--- src/rtl/secuenciador_promedio_if.sv ---
// Sample, averager and result handshakes of the averaging sequencer.
// The master view belongs to the sequencer. The slave view is the environment:
// the sample source, the averager and the result consumer.
interface secuenciador_promedio_if #(
    parameter int N = 8
);
    // Sample source side
    logic          smp_valid;
    logic [15:0]   smp_data;
    logic          smp_ready;

    // Averager side
    logic          avg_en;
    logic          avg_sum_en;
    logic [15:0]   avg_in;
    logic [N-1:0]  avg_out;
    logic          avg_sum_ready;

    // Result consumer side
    logic          res_valid;
    logic [N-1:0]  res_data;
    logic          res_ready;

    modport master (
        input  smp_valid, smp_data, avg_out, avg_sum_ready, res_ready,
        output smp_ready, avg_en, avg_sum_en, avg_in, res_valid, res_data
    );

    modport slave (
        output smp_valid, smp_data, avg_out, avg_sum_ready, res_ready,
        input  smp_ready, avg_en, avg_sum_en, avg_in, res_valid, res_data
    );
endinterface

--- src/rtl/secuenciador_promedio.sv ---
// Sequencer for the 4-sample averager.
// It collects four samples and plays them into one averaging window.
// It then captures the averager result and offers it on a valid/ready port.
// Only one window is in flight at a time. The block runs continuously while en=1.
module secuenciador_promedio #(
    parameter int N       = 8,
    parameter int TIMEOUT = 16
) (
    input  logic                     clk,
    input  logic                     reset,
    input  logic                     en,
    secuenciador_promedio_if.master  bus,
    output logic                     err,
    output logic [7:0]               win_count
);

    localparam logic [7:0] TMO_LIMIT = 8'(TIMEOUT);

    typedef enum logic [2:0] {
        ST_IDLE,
        ST_LOAD,
        ST_FEED,
        ST_WAIT,
        ST_CAPTURE,
        ST_RESULT
    } state_t;

    state_t        state;
    logic [2:0]    cnt;          // samples held in the buffer
    logic [1:0]    idx;          // buffer slot currently on avg_in
    logic [7:0]    tmo;          // WAIT cycles elapsed, including the current one
    logic [15:0]   smp_buf [4];
    logic [N-1:0]  res_q;

    assign bus.res_data = res_q;

    // Sequencer FSM. Every output is a register set on entry to the state that owns it.
    always_ff @(posedge clk) begin
        if (reset) begin
            state          <= ST_IDLE;
            cnt            <= '0;
            idx            <= '0;
            tmo            <= '0;
            for (int unsigned i = 0; i < 4; i++) smp_buf[i] <= '0;
            bus.smp_ready  <= 1'b0;
            bus.avg_en     <= 1'b0;
            bus.avg_sum_en <= 1'b0;
            bus.avg_in     <= '0;
            bus.res_valid  <= 1'b0;
            res_q          <= '0;
            err            <= 1'b0;
            win_count      <= '0;
        end else if (!en) begin
            // Abort: drop any partial buffer or unconsumed result, keep err/win_count
            state          <= ST_IDLE;
            cnt            <= '0;
            idx            <= '0;
            tmo            <= '0;
            for (int unsigned i = 0; i < 4; i++) smp_buf[i] <= '0;
            bus.smp_ready  <= 1'b0;
            bus.avg_en     <= 1'b0;
            bus.avg_sum_en <= 1'b0;
            bus.avg_in     <= '0;
            bus.res_valid  <= 1'b0;
        end else begin
            bus.avg_en <= 1'b1;
            case (state)
                ST_IDLE: begin
                    // avg_sum_en was low for this cycle, so the averager is cleared
                    bus.avg_sum_en <= 1'b0;
                    cnt            <= '0;
                    bus.smp_ready  <= 1'b1;
                    state          <= ST_LOAD;
                end

                ST_LOAD: begin
                    if (bus.smp_valid && bus.smp_ready) begin
                        smp_buf[cnt[1:0]] <= bus.smp_data;
                        if (cnt == 3'd3) begin
                            // Fourth sample: slot 0 was written earlier and can go out now
                            cnt            <= 3'd4;
                            bus.smp_ready  <= 1'b0;
                            idx            <= '0;
                            bus.avg_sum_en <= 1'b1;
                            bus.avg_in     <= smp_buf[0];
                            state          <= ST_FEED;
                        end else begin
                            cnt <= cnt + 3'd1;
                        end
                    end
                end

                ST_FEED: begin
                    if (idx == 2'd3) begin
                        bus.avg_in <= '0;
                        tmo        <= 8'd1;
                        state      <= ST_WAIT;
                    end else begin
                        idx        <= idx + 2'd1;
                        bus.avg_in <= smp_buf[idx + 2'd1];
                    end
                end

                ST_WAIT: begin
                    if (bus.avg_sum_ready) begin
                        state <= ST_CAPTURE;
                    end else if (tmo == TMO_LIMIT) begin
                        err            <= 1'b1;
                        cnt            <= '0;
                        for (int unsigned i = 0; i < 4; i++) smp_buf[i] <= '0;
                        bus.avg_sum_en <= 1'b0;
                        state          <= ST_IDLE;
                    end else begin
                        tmo <= tmo + 8'd1;
                    end
                end

                ST_CAPTURE: begin
                    // avg_out settles the cycle after the done pulse, which is this cycle
                    res_q          <= bus.avg_out;
                    bus.res_valid  <= 1'b1;
                    win_count      <= win_count + 8'd1;
                    bus.avg_sum_en <= 1'b0;
                    state          <= ST_RESULT;
                end

                ST_RESULT: begin
                    if (bus.res_ready) begin
                        bus.res_valid <= 1'b0;
                        cnt           <= '0;
                        state         <= ST_IDLE;
                    end
                end

                default: begin
                    state <= ST_IDLE;
                end
            endcase
        end
    end

endmodule

--- src/flat_wrapper.sv ---
// flat-port wrapper written by rule: the top's interface ports become plain ports
module secuenciador_promedio_flat 
#(
    parameter int N       = 8,
    parameter int TIMEOUT = 16
)
  (clk, reset, en, err, win_count, bus_smp_valid, bus_smp_data, bus_avg_out, bus_avg_sum_ready, bus_res_ready, bus_smp_ready, bus_avg_en, bus_avg_sum_en, bus_avg_in, bus_res_valid, bus_res_data);
  secuenciador_promedio_if #(.N(N)) bus_i ();
  input  logic clk;
  input  logic reset;
  input  logic en;
  output logic err;
  output logic [7:0] win_count;
  input wire logic [$bits(bus_i.smp_valid)-1:0] bus_smp_valid;
  input wire logic [$bits(bus_i.smp_data)-1:0] bus_smp_data;
  input wire logic [$bits(bus_i.avg_out)-1:0] bus_avg_out;
  input wire logic [$bits(bus_i.avg_sum_ready)-1:0] bus_avg_sum_ready;
  input wire logic [$bits(bus_i.res_ready)-1:0] bus_res_ready;
  output wire logic [$bits(bus_i.smp_ready)-1:0] bus_smp_ready;
  output wire logic [$bits(bus_i.avg_en)-1:0] bus_avg_en;
  output wire logic [$bits(bus_i.avg_sum_en)-1:0] bus_avg_sum_en;
  output wire logic [$bits(bus_i.avg_in)-1:0] bus_avg_in;
  output wire logic [$bits(bus_i.res_valid)-1:0] bus_res_valid;
  output wire logic [$bits(bus_i.res_data)-1:0] bus_res_data;
  assign bus_i.smp_valid = bus_smp_valid;
  assign bus_i.smp_data = bus_smp_data;
  assign bus_i.avg_out = bus_avg_out;
  assign bus_i.avg_sum_ready = bus_avg_sum_ready;
  assign bus_i.res_ready = bus_res_ready;
  assign bus_smp_ready = bus_i.smp_ready;
  assign bus_avg_en = bus_i.avg_en;
  assign bus_avg_sum_en = bus_i.avg_sum_en;
  assign bus_avg_in = bus_i.avg_in;
  assign bus_res_valid = bus_i.res_valid;
  assign bus_res_data = bus_i.res_data;
  secuenciador_promedio #(.N(N), .TIMEOUT(TIMEOUT)) u_core (.clk(clk), .reset(reset), .en(en), .bus(bus_i), .err(err), .win_count(win_count));
endmodule
--- config.mk ---
export PLATFORM = sky130hd
export DESIGN_NAME = secuenciador_promedio_flat
export DESIGN_NICKNAME = d
export VERILOG_FILES = /design/src/rtl/secuenciador_promedio_if.sv /design/src/rtl/secuenciador_promedio.sv /design/src/flat_wrapper.sv
export SDC_FILE = /design/constraint.sdc
export NUM_CORES = 1
export LEC_CHECK = 0
export BUFFER_PORTS_ARGS = -buffer_cell sky130_fd_sc_hd__buf_4
export CORE_MARGIN = 4
export CORE_UTILIZATION = 35
export CTS_CLUSTER_DIAMETER = 120
export DETAILED_ROUTE_END_ITERATION = 8
export GPL_TIMING_DRIVEN = 0
export MAX_ROUTING_LAYER = met4
export PLACE_DENSITY_LB_ADDON = 0.1
export SLEW_MARGIN = 20
export SYNTH_ARGS = -nofsm -noshare
export SYNTH_HDL_FRONTEND = slang
export SYNTH_SLANG_ARGS = --single-unit
export TNS_END_PERCENT = 1
--- constraint.sdc ---
create_clock -name clk -period 2.7 [get_ports clk]
set_clock_uncertainty 0.15 [all_clocks]
set_input_delay 0.54 -clock clk [delete_from_list [all_inputs] [get_ports clk]]
set_output_delay 0.54 -clock clk [all_outputs]
set_load 0.02 [all_outputs]
==> metrics.md, run 1 <==
| Metric | Value |
|---|---|
| Status | finished clean |
| Worst setup EP type | flop |
| Synth Register Bits | 117 |
| Critical path required time | 2.90 ns |
| Drt drc | 0 |
| Synth area leaders | edfxtp_1 36%, dfxtp_1 20%, and2_1 7.5% |
| Worst min-delay path class | in2reg |
| Crit path time final | 2.51 ns |
| Antenna diode count | 0 |
| Share of layout cells above drive strength 1 | 0.285 |
| Post-cts gate resize count | 2 |
| Crit path launch type | flop |
| Worst skew pair latency | 0.41 ns |
| Clk slew on worst S/H paths | 0.05 ns |
| Row count | 44 |
| Max Cap Violations | 0 |
| Synth top cells by count | 64 x and2_1, 64 x edfxtp_1, 54 x nand2_1 |
| WHS Endpoint | u_core.bus.res_data[2] |
| Vias in the first global route | 3693 |
| Synthesis-to-finish area growth | 23.6% |
| Static Leak | 0.00256 uW |
| Fin. Hold Viols | 0 |
| Reg2reg path depth | 8 |
| Drt initial violations | 242 |
| TritonCTS clock tree | done |
| I/O Buffers | 65 |
| Yosys cell types | 59 |
| Pwr Density | 622 nW/um^2 |
| Largest stage delay, worst path | 0.53 ns |
| Slew HR | 0.483 |
| Fin crit share | 0.929 |
| Ys Warns | 0 |
| Die Y | 131 um |
| Fin nets | 560 |
| Core area | 14700 um^2 |
| Data arrival time of the worst path | 2.71 ns |
| Hold buffers post-CTS | 0 |
| Initial antenna violation count | 0 |
| IO Pins | 67 |
| Routability Congestion | 0.734 |
| Synth top area share | 0.361 |
| Num CTS Buffers | 17 |
| Post-CTS setup buffers | 0 |
| Worst r2r src | u_core.cnt[0] |
| # setup viols final | 0 |
| # clock sinks | 117 |
| Post-Syn Area | 5320 um^2 |
| Sum Neg Setup Slack | 0 ns |
| CP Class | reg2reg |
| Synthesized netlist net count | 476 |
| Total length of routed wires | 12.5 mm |
| Post-synthesis sequential area ratio | 0.561 |
| DIE WIDTH | 131 um |
| Total power | 4090 uW |
| Number of H-tree levels | 4 |
| Syn Inst Count | 440 |
| WP buf/inv | 1 |
| Global-route usage over all layers | 0.157 |
| Hold wc startpoint | bus_avg_out[2] |
| Worst-Margin Slew | 0.772 ns |
| Largest net degree at the start of global routing | 17 |
| Post-synthesis cell type with the largest combined area | edfxtp_1 |
| DRT Pass-1 Iters | 4 |
| Cell class contributing the biggest share of worst-path delay | simple AND/OR/NAND/NOR gates |
| Hold_ws | 0.226 ns |
| First-pass GRT wire length | 20.0 mm |
| Die area | 17200 um^2 |
| DR vias | 3551 |
| Fmax | 0.399 GHz |
| Top_reg_cell synth | edfxtp_1 |
| Avg Cell Area, Syn | 12.1 um^2 |
| CP most frequent cell | ha_1 |
| Post-DR wirelength/cell | 17.3 um |
| CTS Buffer Depth | 2 |
| CTS root buffer | clkbuf_16 |
| Slowest CP cell | dfxtp_1 |
| RR Endpoint | u_core.bus.avg_in[0] |
| Critical-path cell list | ha_1, ha_1, nand2b_1, nor3_1, and3_1, clkbuf_1, a22oi_1, nand2_1 |
| Initial Utilization | 0.362 |
| Gr ovfl total | 0 |
| Post-DRT Antenna Nets | 0 |
| Hold path depth | 3 |
| HPWL after detailed placement | 8.38 mm |
| RSZ-0062 raised after global routing | no |
| Peak VDD IR | 435 uV |
| Final Max Tran Viols | 0 |
| Ys async rst share | 0 |
| FF-to-FF setup slack | 0.19 ns |
| Crit Path Max Fanout | 9 |
| Vias per cell | 4.93 |
| Post-synth EDFFs | 64 |
==> worst min-delay path, delay by kind of cell <==
family          cells  cell delay [ns]
compound gates      1             0.05
buf+inv             1             0.11
simple gates        1             0.04
==> report_power, final <==
group          leakage [uW]  total, uW  switching [uW]  internal (uW)
Clock              0.000257       2020             765           1250
Combinational       0.00116        144            82.6           61.0
Sequential          0.00114       1930            15.8           1920
==> flip-flops by register name, summed over array words and instances (netlist names) <==
register / flops
u_core.tmo: 8
u_core.bus.avg_in: 16
u_core.state: 3
u_core.idx: 2
u_core.bus.res_valid: 1
u_core.smp_buf: 64
u_core.win_count: 8
u_core.cnt: 3
u_core.bus.smp_ready: 1
u_core.bus.avg_en: 1
u_core.err: 1
u_core.bus.avg_sum_en: 1
u_core.bus.res_data: 8
==> worst max path at each step <==
stage	from	endpoint	slack (ns)	cells after the start
after floorplan	reset	u_core.smp_buf[2][0]	0.33	6
after global routing	u_core.cnt[0]	u_core.bus.avg_in[0]	0.03	8
final	u_core.cnt[0]	u_core.bus.avg_in[0]	0.19	8
after global placement	reset	u_core.smp_buf[2][14]	-0.30	6
after CTS	u_core.tmo[0]	u_core.smp_buf[0][8]	-0.03	6
after detailed placement	reset	u_core.smp_buf[2][9]	-0.30	6
==> cells by family after synthesis <==
group | Yosys count | synth area share
muxes | 17 | 0.0696
AOI/OAI and AO/OA | 72 | 0.0964
xor gates and xnor gates | 9 | 0.0148
and+or+nand+nor | 190 | 0.213
buffers and inverters | 29 | 0.0310
DFF | 117 | 0.561
adders and majority gates | 6 | 0.0141
==> layout make-up <==
type | instances | area, um^2
flip-flops and latches | 117 | 2980
well taps | 184 | 230
clock inverters | 10 | 83.8
multi-input cells | 294 | 2180
repair buffers | 65 | 488
clock buffers | 22 | 444
fillers | 1357 | 8120
inverters | 6 | 22.5
plain buffers | 23 | 143
==> cell usage in the layout, fill, tap and decap left out, drive strengths merged, types with 5 or more instances in the layout <==
cell type  instances
buf               82
and2              64
edfxtp            64
nand2             54
dfxtp             53
clkbuf            28
a21oi             24
nor2              22
a22oi             18
mux4              16
o21ai             13
nand3              9
nand2b             9
xor2               7
clkinv             7
ha                 6
inv                6
nor3               6
and3               5
nor3b              5
==> metrics by stage <==
step / utilization / area (um^2) / cells / setup slack (ns)
2_1_floorplan: - / 5320 / 440 / 0.332
3_3_place_gp: 0.411 / 6040 / 689 / -0.297
3_5_place_dp: 0.411 / 6040 / 689 / -0.302
4_1_cts: 0.447 / 6570 / 721 / -0.0315
5_1_grt: 0.447 / 6580 / 721 / 0.0279
6_report: 0.447 / 6580 / 721 / 0.193
==> metal layers <==
| metal | wire, um | vias to the layer above | GRT usage |
|---|---|---|---|
| met5 | 0 | - | - |
| met4 | 190 | 0 | 0.0525 |
| met3 | 466 | 19 | 0.0463 |
| met2 | 6390 | 68 | 0.262 |
| met1 | 5420 | 1698 | 0.182 |
| li1 | - | 1766 | - |
No activity file was read; power rests on OpenSTA's default activity.
==> run 2: changes to the inputs <==
--- a/config.mk
+++ b/config.mk
@@ -5,6 +5,7 @@
 export SDC_FILE = /design/constraint.sdc
 export NUM_CORES = 1
 export LEC_CHECK = 0
+export ABC_AREA = 1
 export BUFFER_PORTS_ARGS = -buffer_cell sky130_fd_sc_hd__buf_4
 export CORE_MARGIN = 4
 export CORE_UTILIZATION = 35
==> run 2 against run 1 <==
First-iteration DRC count up 7.9%; sequential share of layout area down 2.6 points; fmax up 6.5%; power up 12%; global-route usage up 1.7 points; critical endpoint is now u_core.bus.avg_in[13]; highest routed layer unchanged.
==> metrics.md, run 2 <==
| Metric | Value |
|---|---|
| Status | finished clean |
| I/O Buffers | 66 (+1.5%) |
| Post-route worst setup slack | 0.347 ns (+0.154 ns) |
| Top_reg_cell synth | edfxtp_1 |
| CP Class | reg2reg |
| Hold wc startpoint | reset |
| Vias per cell | 4.70 (-4.5%) |
| Reg2reg path depth | 11 (+3) |
| Clk slew on worst S/H paths | 0.05 ns (about the same) |
| Worst setup EP type | flop |
| DRT Pass-1 Iters | 5 (+1) |
| Fin nets | 817 (+46%) |
| Post-synthesis sequential area ratio | 0.530 (-0.0305) |
| Synthesis-to-finish area growth | 24.1% |
| Fin crit share | 0.872 (-0.0570) |
| FF-to-FF setup slack | 0.35 ns (+0.15 ns) |
| Hold path depth | 2 (-1) |
| CTS root buffer | clkbuf_16 |
| Vias in the first global route | 4465 (+21%) |
| Ys async rst share | 0 (unchanged) |
| Initial antenna violation count | 0 (unchanged) |
| Cell area after layout | 6980 um^2 (+6.2%) |
| Core area | 15800 um^2 (+7.7%) |
| Fin. Hold Viols | 0 (unchanged) |
| TritonCTS clock tree | done |
| Row count | 46 (+4.5%) |
| CP Launch Point | u_core.idx[0] |
| Drt drc | 0 (unchanged) |
| Commonest cells after routing, fill and taps aside | 173 x nor2_1, 137 x nand2_1, 69 x buf_4 |
| Max reg flops | 64 (unchanged) |
| Post-Syn Area | 5630 um^2 (+5.8%) |
| HPWL after detailed placement | 10.1 mm (+21%) |
| Critical path required time | 2.86 ns (-0.04 ns) |
| Synth Register Bits | 117 (unchanged) |
| Ys Warns | 0 (unchanged) |
| Count leader, synth | nor2_1 |
| RR Endpoint | u_core.bus.avg_in[13] |
| Reg with most FFs | u_core.smp_buf |
| DIE WIDTH | 135 um (+2.7%) |
| Crit path time final | 2.35 ns (-0.154 ns) |
| Commonest non-fill, non-tap cell in the layout | nor2_1 |
| Worst r2r src | u_core.idx[0] |
| Worst min-delay path class | in2reg |
| RSZ-0062 raised after global routing | no |
| Hold buffers post-CTS | 0 (unchanged) |
| Peak VDD IR | 425 uV (-2.2%) |
| IO Pins | 67 (unchanged) |
| Initial Utilization | 0.356 (-0.00645) |
| Largest net degree at the start of global routing | 17 (unchanged) |
| Biggest regs | u_core.smp_buf (64), u_core.bus.avg_in (16) |
| Post-synthesis cell type with the largest combined area | edfxtp_1 |
| Worst slack at placement | -0.364 ns (-0.0617 ns) |
| WP buf/inv | 4 (+3) |
| Number of H-tree levels | 4 (unchanged) |
| Final Max Tran Viols | 0 (unchanged) |
| Synthesized netlist net count | 732 (+54%) |
| Die area | 18200 um^2 (+5.4%) |
| Syn Inst Count | 696 (+58%) |
| CTS Buffer Depth | 2 (unchanged) |
| Global-route usage over all layers | 0.174 (+0.0172) |
| Data arrival time of the worst path | 2.51 ns (-0.20 ns) |
| Drt initial violations | 261 (+7.9%) |
| Slew HR | 0.580 (+0.0970) |
| Critical-path cell list | ha_1, buf_2, inv_2, clkbuf_1, nor2_1, o21ai_0, nand2_1, nand2_1, nand3_1, nand2_1, inv_1 |
| Cell class contributing the biggest share of worst-path delay | buffers and inverters |
| Antenna diode count | 0 (unchanged) |
| Post-DR wirelength/cell | 14.6 um (-16%) |
| Yosys cell types | 32 (-46%) |
| WHS Endpoint | u_core.err |
| Worst-Margin Slew | 0.629 ns (-0.143 ns) |
| # setup viols final | 0 (unchanged) |
| Post-synth EDFFs | 64 (unchanged) |
| Crit path launch type | flop |
| Fmax | 0.425 GHz (+6.5%) |
| Placed inst area | 6390 um^2 (+5.9%) |
| Worst skew pair latency | 0.41 ns (about the same) |
| Synth area leaders | edfxtp_1 34%, dfxtp_1 19%, nor2_1 12% |
| Die Y | 135 um (+2.7%) |
| Routability Congestion | 0.870 (+19%) |
| Num CTS Buffers | 17 (unchanged) |
| Slowest CP cell | clkbuf_1 |
| # clock sinks | 117 (unchanged) |
| CP most frequent cell | nand2_1 |
| Synth top area share | 0.341 (-0.0197) |
| Total length of routed wires | 14.8 mm (+18%) |
| Max Cap Violations | 0 (unchanged) |
| Synth top cells by count | 173 x nor2_1, 137 x nand2_1, 65 x inv_1 |
| Crit path depth | 11 (+3) |
| Avg Cell Area, Syn | 8.09 um^2 (-33%) |
| DR vias | 4751 (+34%) |
| Largest stage delay, worst path | 0.51 ns (-0.02 ns) |
| First-pass GRT wire length | 23.5 mm (+17%) |
| Share of layout cells above drive strength 1 | 0.185 (-0.0998) |
| Crit Path Max Fanout | 10 (+1) |
| Pwr Density | 655 nW/um^2 (+5.2%) |
| Static Leak | 0.00309 uW (+20%) |
| Gr ovfl total | 0 (unchanged) |
| Post-DRT Antenna Nets | 0 (unchanged) |
run 2: changes by cell type after synthesis, moves of 7 or more:
cell,delta
inv_1,+60
nand2_1,+83
nor2_1,+152
a21oi_1,+16
and2_1,-64
nand3_1,+24
mux4_2,-16
o21ai_0,+27
o21ai_1,+9
nand2b_1,-7
a22oi_1,-18
run 2: logic make-up after synthesis:
group | synth area share
compound gates | 0.0805
xor+xnor | 0.00156
fa+ha+maj | 0.0133
buf+inv | 0.0805
flops | 0.530
simple gates | 0.294
run 2: per-layer routing:
metal  vias to the layer above  GRT usage  routed length [um]
met5                         -          -                   0
met4                         0     0.0684                 318
met3                        26     0.0320                 672
met2                       110      0.272                6960
met1                      2205      0.225                6800
li1                       2410          -                   -
run 2: layout make-up:
| cell class | instances | area [um^2] |
|---|---|---|
| clock buffers | 18 | 429 |
| multi-input cells | 476 | 2210 |
| clock inverters | 14 | 141 |
| well taps | 216 | 270 |
| repair buffers | 66 | 495 |
| plain buffers | 29 | 175 |
| flip-flops and latches | 117 | 2980 |
| fillers | 1586 | 8840 |
| inverters | 74 | 278 |
run 2: how the worst max path moves through the flow:
stage                       endpoint  slack (ns)
3_3_place_gp    u_core.smp_buf[0][9]       -0.35
4_1_cts         u_core.smp_buf[0][0]        0.01
3_5_place_dp    u_core.smp_buf[2][9]       -0.36
6_report       u_core.bus.avg_in[13]        0.35
2_1_floorplan   u_core.smp_buf[2][0]        0.37
5_1_grt        u_core.bus.avg_in[10]        0.19
run 2: what timing repair did:
action,CTS,global route
resized for setup,0,4
buffers inserted,0,0
endpoints found under the setup margin,0,53
run 2: worst reg2reg max path, cell delays in order, from the launching register on:
cell and delay [ns]:
dfxtp_1 0.31, ha_1 0.28, buf_2 0.19, inv_2 0.16
clkbuf_1 0.51, nor2_1 0.10, o21ai_0 0.12, nand2_1 0.08
nand2_1 0.06, nand3_1 0.15, nand2_1 0.10, inv_1 0.04
run 2: stage by stage:
step           cells  total power (uW)  TNS, ns   util  hold slack (ns)
6_report        1010              4570        0  0.441            0.195
5_1_grt         1010              4750        0  0.441            0.177
4_1_cts         1010              4610        0  0.440            0.178
3_5_place_dp     978              2410   -21.89  0.404            0.306
3_3_place_gp     978              2400   -18.95  0.404            0.302
2_1_floorplan    696              2260        0      -            0.302
run 2: power by group:
part | total (uW) | internal, uW | switching (uW)
sequential | 1960 | 1940 | 26.2
combinational | 406 | 139 | 268
clock | 2200 | 1420 | 778
total | 4570 | 3500 | 1070
